--- config.mk ---
export PLATFORM = sky130hd
export DESIGN_NAME = bus_arbiter_flat
export DESIGN_NICKNAME = d
export VERILOG_FILES = /design/src/rtl/bus_pkg.sv /design/src/rtl/bus_arbiter_if.sv /design/src/rtl/bus_arbiter.sv /design/src/flat_wrapper.sv
export SDC_FILE = /design/constraint.sdc
export NUM_CORES = 1
export LEC_CHECK = 0
export CAP_MARGIN = 20
export CORE_AREA = 2 2 111 113
export DETAILED_ROUTE_END_ITERATION = 7
export DIE_AREA = 0 0 113 115
export GPL_TIMING_DRIVEN = 0
export PLACE_DENSITY = 0.64
export SYNTH_ARGS = -nofsm -noshare
export SYNTH_HDL_FRONTEND = slang
export SYNTH_SLANG_ARGS = --single-unit
export TNS_END_PERCENT = 5
--- constraint.sdc ---
create_clock -name clk -period 3 [get_ports clk]
set_clock_uncertainty 0.05 [all_clocks]
set_input_delay 0.9 -clock clk [delete_from_list [all_inputs] [get_ports clk]]
set_output_delay 0.9 -clock clk [all_outputs]
set_load 0.05 [all_outputs]
--- src/rtl/bus_pkg.sv ---
`default_nettype none
// ---------------------------------------------------------------------------
// bus_pkg : shared FSM state, owner and grant encodings for bus_arbiter
// Rev 1.0
// ---------------------------------------------------------------------------
package bus_pkg;

  typedef enum logic [1:0] {
    IDLE  = 2'd0,
    GNT_I = 2'd1,
    GNT_D = 2'd2
  } state_t;

  typedef enum logic {
    OWNER_I = 1'b0,
    OWNER_D = 1'b1
  } owner_t;

  localparam logic [1:0] GRANT_NONE = 2'b00;
  localparam logic [1:0] GRANT_I    = 2'b01;
  localparam logic [1:0] GRANT_D    = 2'b10;

endpackage
`default_nettype wire

--- src/rtl/bus_arbiter_if.sv ---
`default_nettype none
// ---------------------------------------------------------------------------
// bus_arbiter_if : instruction/data master buses plus the shared slave bus
// Rev 1.0
// ---------------------------------------------------------------------------
interface bus_arbiter_if #(
  parameter int XLEN = 32
);
  logic              i_cyc;
  logic              i_stb;
  logic [XLEN-1:0]   i_adr;
  logic [XLEN-1:0]   i_dat_r;
  logic              i_ack;
  logic              i_err;

  logic              d_cyc;
  logic              d_stb;
  logic              d_we;
  logic [XLEN/8-1:0] d_sel;
  logic [XLEN-1:0]   d_adr;
  logic [XLEN-1:0]   d_dat_w;
  logic [XLEN-1:0]   d_dat_r;
  logic              d_ack;
  logic              d_err;

  logic              s_cyc;
  logic              s_stb;
  logic              s_we;
  logic [XLEN/8-1:0] s_sel;
  logic [XLEN-1:0]   s_adr;
  logic [XLEN-1:0]   s_dat_w;
  logic [XLEN-1:0]   s_dat_r;
  logic              s_ack;

  // Arbiter view: requests in from both masters, shared bus out.
  modport arb (
    input  i_cyc, i_stb, i_adr,
    output i_dat_r, i_ack, i_err,
    input  d_cyc, d_stb, d_we, d_sel, d_adr, d_dat_w,
    output d_dat_r, d_ack, d_err,
    output s_cyc, s_stb, s_we, s_sel, s_adr, s_dat_w,
    input  s_dat_r, s_ack
  );

  modport master (
    output i_cyc, i_stb, i_adr,
    input  i_dat_r, i_ack, i_err,
    output d_cyc, d_stb, d_we, d_sel, d_adr, d_dat_w,
    input  d_dat_r, d_ack, d_err
  );

  modport slave (
    input  s_cyc, s_stb, s_we, s_sel, s_adr, s_dat_w,
    output s_dat_r, s_ack
  );

endinterface
`default_nettype wire

--- src/rtl/bus_arbiter.sv ---
`default_nettype none
// ---------------------------------------------------------------------------
// bus_arbiter : round-robin Wishbone-classic arbiter, instr + data masters
// Rev 1.0
// ---------------------------------------------------------------------------
module bus_arbiter
  import bus_pkg::*;
#(
  parameter int XLEN    = 32,
  parameter int TIMEOUT = 16
) (
  input  wire logic       clk,
  input  wire logic       rst,
  bus_arbiter_if.arb      bus,
  output logic [1:0]      grant
);

  localparam int CNT_W = $clog2(TIMEOUT);
  localparam logic [CNT_W-1:0] C_CNT_LAST = CNT_W'(TIMEOUT - 1);

  state_t            state_q, state_d;
  owner_t            last_q, last_d;
  logic [CNT_W-1:0]  cnt_q, cnt_d;

  logic req_i;
  logic req_d;
  logic timeout;

  assign req_i   = bus.i_cyc & bus.i_stb;
  assign req_d   = bus.d_cyc & bus.d_stb;
  assign timeout = (cnt_q == C_CNT_LAST);

  always_ff @(posedge clk) begin
    if (rst) begin
      state_q <= IDLE;
      last_q  <= OWNER_I;
      cnt_q   <= '0;
    end else begin
      state_q <= state_d;
      last_q  <= last_d;
      cnt_q   <= cnt_d;
    end
  end

  always_comb begin
    state_d     = state_q;
    last_d      = last_q;
    cnt_d       = cnt_q;
    grant       = GRANT_NONE;
    bus.s_cyc   = 1'b0;
    bus.s_stb   = 1'b0;
    bus.s_we    = 1'b0;
    bus.s_sel   = '0;
    bus.s_adr   = '0;
    bus.s_dat_w = '0;
    bus.i_dat_r = '0;
    bus.i_ack   = 1'b0;
    bus.i_err   = 1'b0;
    bus.d_dat_r = '0;
    bus.d_ack   = 1'b0;
    bus.d_err   = 1'b0;

    // While reset is held every output stays quiet, even mid-transfer.
    if (!rst) begin
      unique case (state_q)
        IDLE: begin
          cnt_d = '0;
          if (req_i && req_d) begin
            state_d = (last_q == OWNER_I) ? GNT_D : GNT_I;
          end else if (req_d) begin
            state_d = GNT_D;
          end else if (req_i) begin
            state_d = GNT_I;
          end
        end

        GNT_I: begin
          grant       = GRANT_I;
          bus.s_cyc   = bus.i_cyc;
          bus.s_stb   = bus.i_stb;
          bus.s_sel   = '1;
          bus.s_adr   = bus.i_adr;
          bus.i_ack   = bus.s_ack;
          bus.i_dat_r = bus.s_dat_r;
          if (!bus.i_cyc || bus.s_ack) begin
            state_d = IDLE;
            last_d  = OWNER_I;
          end else if (timeout) begin
            bus.i_err = 1'b1;
            state_d   = IDLE;
            last_d    = OWNER_I;
          end else begin
            cnt_d = cnt_q + CNT_W'(1);
          end
        end

        GNT_D: begin
          grant       = GRANT_D;
          bus.s_cyc   = bus.d_cyc;
          bus.s_stb   = bus.d_stb;
          bus.s_we    = bus.d_we;
          bus.s_sel   = bus.d_sel;
          bus.s_adr   = bus.d_adr;
          bus.s_dat_w = bus.d_dat_w;
          bus.d_ack   = bus.s_ack;
          bus.d_dat_r = bus.s_dat_r;
          if (!bus.d_cyc || bus.s_ack) begin
            state_d = IDLE;
            last_d  = OWNER_D;
          end else if (timeout) begin
            bus.d_err = 1'b1;
            state_d   = IDLE;
            last_d    = OWNER_D;
          end else begin
            cnt_d = cnt_q + CNT_W'(1);
          end
        end

        default: begin
          state_d = IDLE;
        end
      endcase
    end
  end

endmodule
`default_nettype wire

--- src/flat_wrapper.sv ---
// flat-port wrapper written by rule: the top's interface ports become plain ports
module bus_arbiter_flat import bus_pkg::*;
#(
  parameter int XLEN    = 32,
  parameter int TIMEOUT = 16
)
  (clk, rst, grant, bus_i_cyc, bus_i_stb, bus_i_adr, bus_i_dat_r, bus_i_ack, bus_i_err, bus_d_cyc, bus_d_stb, bus_d_we, bus_d_sel, bus_d_adr, bus_d_dat_w, bus_d_dat_r, bus_d_ack, bus_d_err, bus_s_cyc, bus_s_stb, bus_s_we, bus_s_sel, bus_s_adr, bus_s_dat_w, bus_s_dat_r, bus_s_ack);
  bus_arbiter_if #(.XLEN(XLEN)) bus_i ();
  input  wire logic clk;
  input  wire logic rst;
  output logic [1:0] grant;
  input wire logic [$bits(bus_i.i_cyc)-1:0] bus_i_cyc;
  input wire logic [$bits(bus_i.i_stb)-1:0] bus_i_stb;
  input wire logic [$bits(bus_i.i_adr)-1:0] bus_i_adr;
  output wire logic [$bits(bus_i.i_dat_r)-1:0] bus_i_dat_r;
  output wire logic [$bits(bus_i.i_ack)-1:0] bus_i_ack;
  output wire logic [$bits(bus_i.i_err)-1:0] bus_i_err;
  input wire logic [$bits(bus_i.d_cyc)-1:0] bus_d_cyc;
  input wire logic [$bits(bus_i.d_stb)-1:0] bus_d_stb;
  input wire logic [$bits(bus_i.d_we)-1:0] bus_d_we;
  input wire logic [$bits(bus_i.d_sel)-1:0] bus_d_sel;
  input wire logic [$bits(bus_i.d_adr)-1:0] bus_d_adr;
  input wire logic [$bits(bus_i.d_dat_w)-1:0] bus_d_dat_w;
  output wire logic [$bits(bus_i.d_dat_r)-1:0] bus_d_dat_r;
  output wire logic [$bits(bus_i.d_ack)-1:0] bus_d_ack;
  output wire logic [$bits(bus_i.d_err)-1:0] bus_d_err;
  output wire logic [$bits(bus_i.s_cyc)-1:0] bus_s_cyc;
  output wire logic [$bits(bus_i.s_stb)-1:0] bus_s_stb;
  output wire logic [$bits(bus_i.s_we)-1:0] bus_s_we;
  output wire logic [$bits(bus_i.s_sel)-1:0] bus_s_sel;
  output wire logic [$bits(bus_i.s_adr)-1:0] bus_s_adr;
  output wire logic [$bits(bus_i.s_dat_w)-1:0] bus_s_dat_w;
  input wire logic [$bits(bus_i.s_dat_r)-1:0] bus_s_dat_r;
  input wire logic [$bits(bus_i.s_ack)-1:0] bus_s_ack;
  assign bus_i.i_cyc = bus_i_cyc;
  assign bus_i.i_stb = bus_i_stb;
  assign bus_i.i_adr = bus_i_adr;
  assign bus_i_dat_r = bus_i.i_dat_r;
  assign bus_i_ack = bus_i.i_ack;
  assign bus_i_err = bus_i.i_err;
  assign bus_i.d_cyc = bus_d_cyc;
  assign bus_i.d_stb = bus_d_stb;
  assign bus_i.d_we = bus_d_we;
  assign bus_i.d_sel = bus_d_sel;
  assign bus_i.d_adr = bus_d_adr;
  assign bus_i.d_dat_w = bus_d_dat_w;
  assign bus_d_dat_r = bus_i.d_dat_r;
  assign bus_d_ack = bus_i.d_ack;
  assign bus_d_err = bus_i.d_err;
  assign bus_s_cyc = bus_i.s_cyc;
  assign bus_s_stb = bus_i.s_stb;
  assign bus_s_we = bus_i.s_we;
  assign bus_s_sel = bus_i.s_sel;
  assign bus_s_adr = bus_i.s_adr;
  assign bus_s_dat_w = bus_i.s_dat_w;
  assign bus_i.s_dat_r = bus_s_dat_r;
  assign bus_i.s_ack = bus_s_ack;
  bus_arbiter #(.XLEN(XLEN), .TIMEOUT(TIMEOUT)) u_core (.clk(clk), .rst(rst), .bus(bus_i), .grant(grant));
endmodule
==> results.cfg <==
[synth]
synth-edff-count = 0
synthTopCellsByCount = and2_1 (97), nor2_1 (40), a22oi_1 (34)
synth_most_common_cell = and2_1
synth-seq-area-share_pct = 8.41
synth_cell_type_count = 33
netlist_area_sq_um = 1670
yosys_warnings = 0
syn_avg_cell_area_sq_um = 6.41
ys_async_sr_fraction_pct = 0
synth-seq-cells = 7
synth_top_area_cell = and2_1
synth_area_leaders = and2_1 (36%), a22oi_1 (15%), nor2_1 (9.0%), dfxtp_1 (8.4%), ha_1 (4.5%)
syn-num-nets = 406
netlist_instances = 260
synth_top_cell_area_share_pct = 36.4
yosys_most_used_dff = dfxtp_1

[timing]
hold_violations = 0
finalSetupViolCount = 0
tns_ps = 0
rsz0062_at_grt = true
fmax_ghz = 0.342
slew_headroom_pct = 65.1
slew_viol_final = 0
worstMarginPinSlew_ps = 526
fin_ws_ps = 73.1
whs_ps = 473
period_needed_ps = 2930
period_share_pct = 97.6

[place]
dp.final_hpwl_mm = 9.89
place_congestion = 0.861
post-place-ws_ps = -1390
placedCellCount = 687
io_buffers = 280

[pwr]
peakVddDrop_mv = 0.146
power_density_nw_per_um2 = 192
leakage_nw = 2.12

[finish]
n_fill_cell = 1264
syn_to_final_growth_pct = 174
drive_gt1_share_pct = 33.9
nets = 695
final_cells = 696
final_util_pct = 38.7

[floorplan]
fp-row-count = 40
die_area_sq_um = 13000
ios = 281
start_util_pct = 14.1
die_y_um = 115
coreArea_sq_um = 11800
die_w_um = 113

[drt]
via_per_inst = 4.19
vias = 2915
antenna_left = 0
wl_mm = 11.8
drtIter0Drc = 114
drc = 19
drtPass1Iterations = 8
wl_per_cell_um = 16.9

[grt]
grt_overflow = 0
grt_pass1_wl_mm = 17.2
grt_max_degree = 11
grtUsageTotal_pct = 16.7
grt_pass1_vias = 2917
antenna_found_initial = 1

[worst_setup_path]
path_class = reg -> out
required_ps = 2050
cp-end-kind = primary output
worst_path_max_delay_cell = clkdlybuf4s18_2
path_cells = inv_1, ha_2, buf_2, clkbuf_4, a21oi_1, nor2_1, clkdlybuf4s18_2
path_max_fanout = 10
slowest_delay_ps = 380
worst_setup_path_start_kind = flop
cp.arrival_ps = 1980

[clocking]
clock_latency_ps = 230
cts_buffers = 3
clkTransAtPathRegs_ps = 40
cts_buffer_depth = 2
htreeDepth = 1
cts.sinks = 7
cts_tree = yes
ctsRootBufferMaster = clkbuf_16

[outcome]
status = complete, but fails checks
failed_checks = DRC

[run]
drv_cap = 0

[worst_hold_path]
hold_path_class = reg -> reg
worst max-delay path: cells and delay by family, from the launching register on:
kind / cells / cell delay (ps)
buffers and inverters: 4 / 980
flip-flops: 1 / 340
adder cells (fa/ha/maj): 1 / 260
AND/OR/NAND/NOR: 1 / 90
AO/OA/AOI/OAI: 1 / 80
sequential cells by signal, summed over array words and instances (netlist names):
name            cells
u_core.cnt_q        4
u_core.state_q      2
u_core.last_q       1
area by class of cell:
class / instances / area (sq um) / area share [%]
diodes: 1 / 2.50 / 0.0547
plain buffers: 23 / 186 / 4.08
multi-input cells: 226 / 1450 / 31.7
repair buffers: 284 / 2520 / 55.1
inverters: 4 / 15.0 / 0.328
flip-flops and latches: 7 / 140 / 3.06
clock buffers: 4 / 78.8 / 1.72
well taps: 147 / 184 / 4.02
cell families (layout without fill, tap and decap cells):
group                    count (synthesis)  count (layout)  synth area share (%)
other                                    0               1                     0
adder cells (fa/ha/maj)                  6               6                  4.50
flip-flops                               7               7                  8.41
buffers and inverters                   27             315                  6.83
AND/OR/NAND/NOR                        167             167                  56.2
multiplexers                             1               1                 0.601
AO/OA/AOI/OAI                           52              52                  23.4
repair_timing:
item / 4_1_cts / 5_1_grt
gates cloned: 3 / 0
setup endpoints to repair: 141 / 113
gates resized for setup: 854 / 19
setup buffers: 1 / 0
hold buffers: 0 / 0
worst paths after layout:
| check | start | to | slack (ps) | depth (start not counted) |
|---|---|---|---|---|
| setup / recovery | u_core.state_q[0]$_SDFFE_PP0P_ | bus_s_sel[1] | 70 | 7 |
| hold / removal | u_core.state_q[1]$_SDFFE_PP0P_ | u_core.state_q[1]$_SDFFE_PP0P_ | 470 | 2 |
| setup reg to reg | u_core.state_q[0]$_SDFFE_PP0P_ | u_core.cnt_q[0]$_SDFFE_PP0P_ | 1360 | 5 |
| hold reg to reg | u_core.state_q[1]$_SDFFE_PP0P_ | u_core.state_q[1]$_SDFFE_PP0P_ | 470 | 2 |
cells in the final DEF, fill, tap and decap left out, types with 6 or more instances in the layout:
master           synthesis  layout
dfxtp_1                  7       7
a21oi_1                  8       8
clkbuf_2                 2       6
clkdlybuf4s50_1          0     135
buf_6                    0      25
and2_1                  97      95
buf_4                    0      78
nor2_1                  40      40
a22oi_1                 34      33
buf_2                    8      42
routing by layer:
metal	GRT usage, %	routed length (um)	vias up
met5	0	0	-
met1	20.4	4610	1336
met2	30.3	5990	112
met3	3.27	943	13
met4	4.23	216	0
li1	-	-	1454
report_power, final:
group | switching [W] | total, W | internal (W)
registers | 0.00000387 | 0.000101 | 0.0000970
clock network | 0.0000541 | 0.000231 | 0.000177
logic | 0.000273 | 0.000547 | 0.000274
total | 0.000331 | 0.000879 | 0.000548
per-stage QoR:
| stage | cell area [sq um] | total power (W) |
|---|---|---|
| global placement | 4650 | 0.000633 |
| global route | 4570 | 0.000924 |
| CTS | 4570 | 0.000886 |
| finish | 4570 | 0.000879 |
| detailed placement | 4650 | 0.000638 |
| floorplan | 1670 | 0.000344 |
Power figures use the tool's default switching activity.
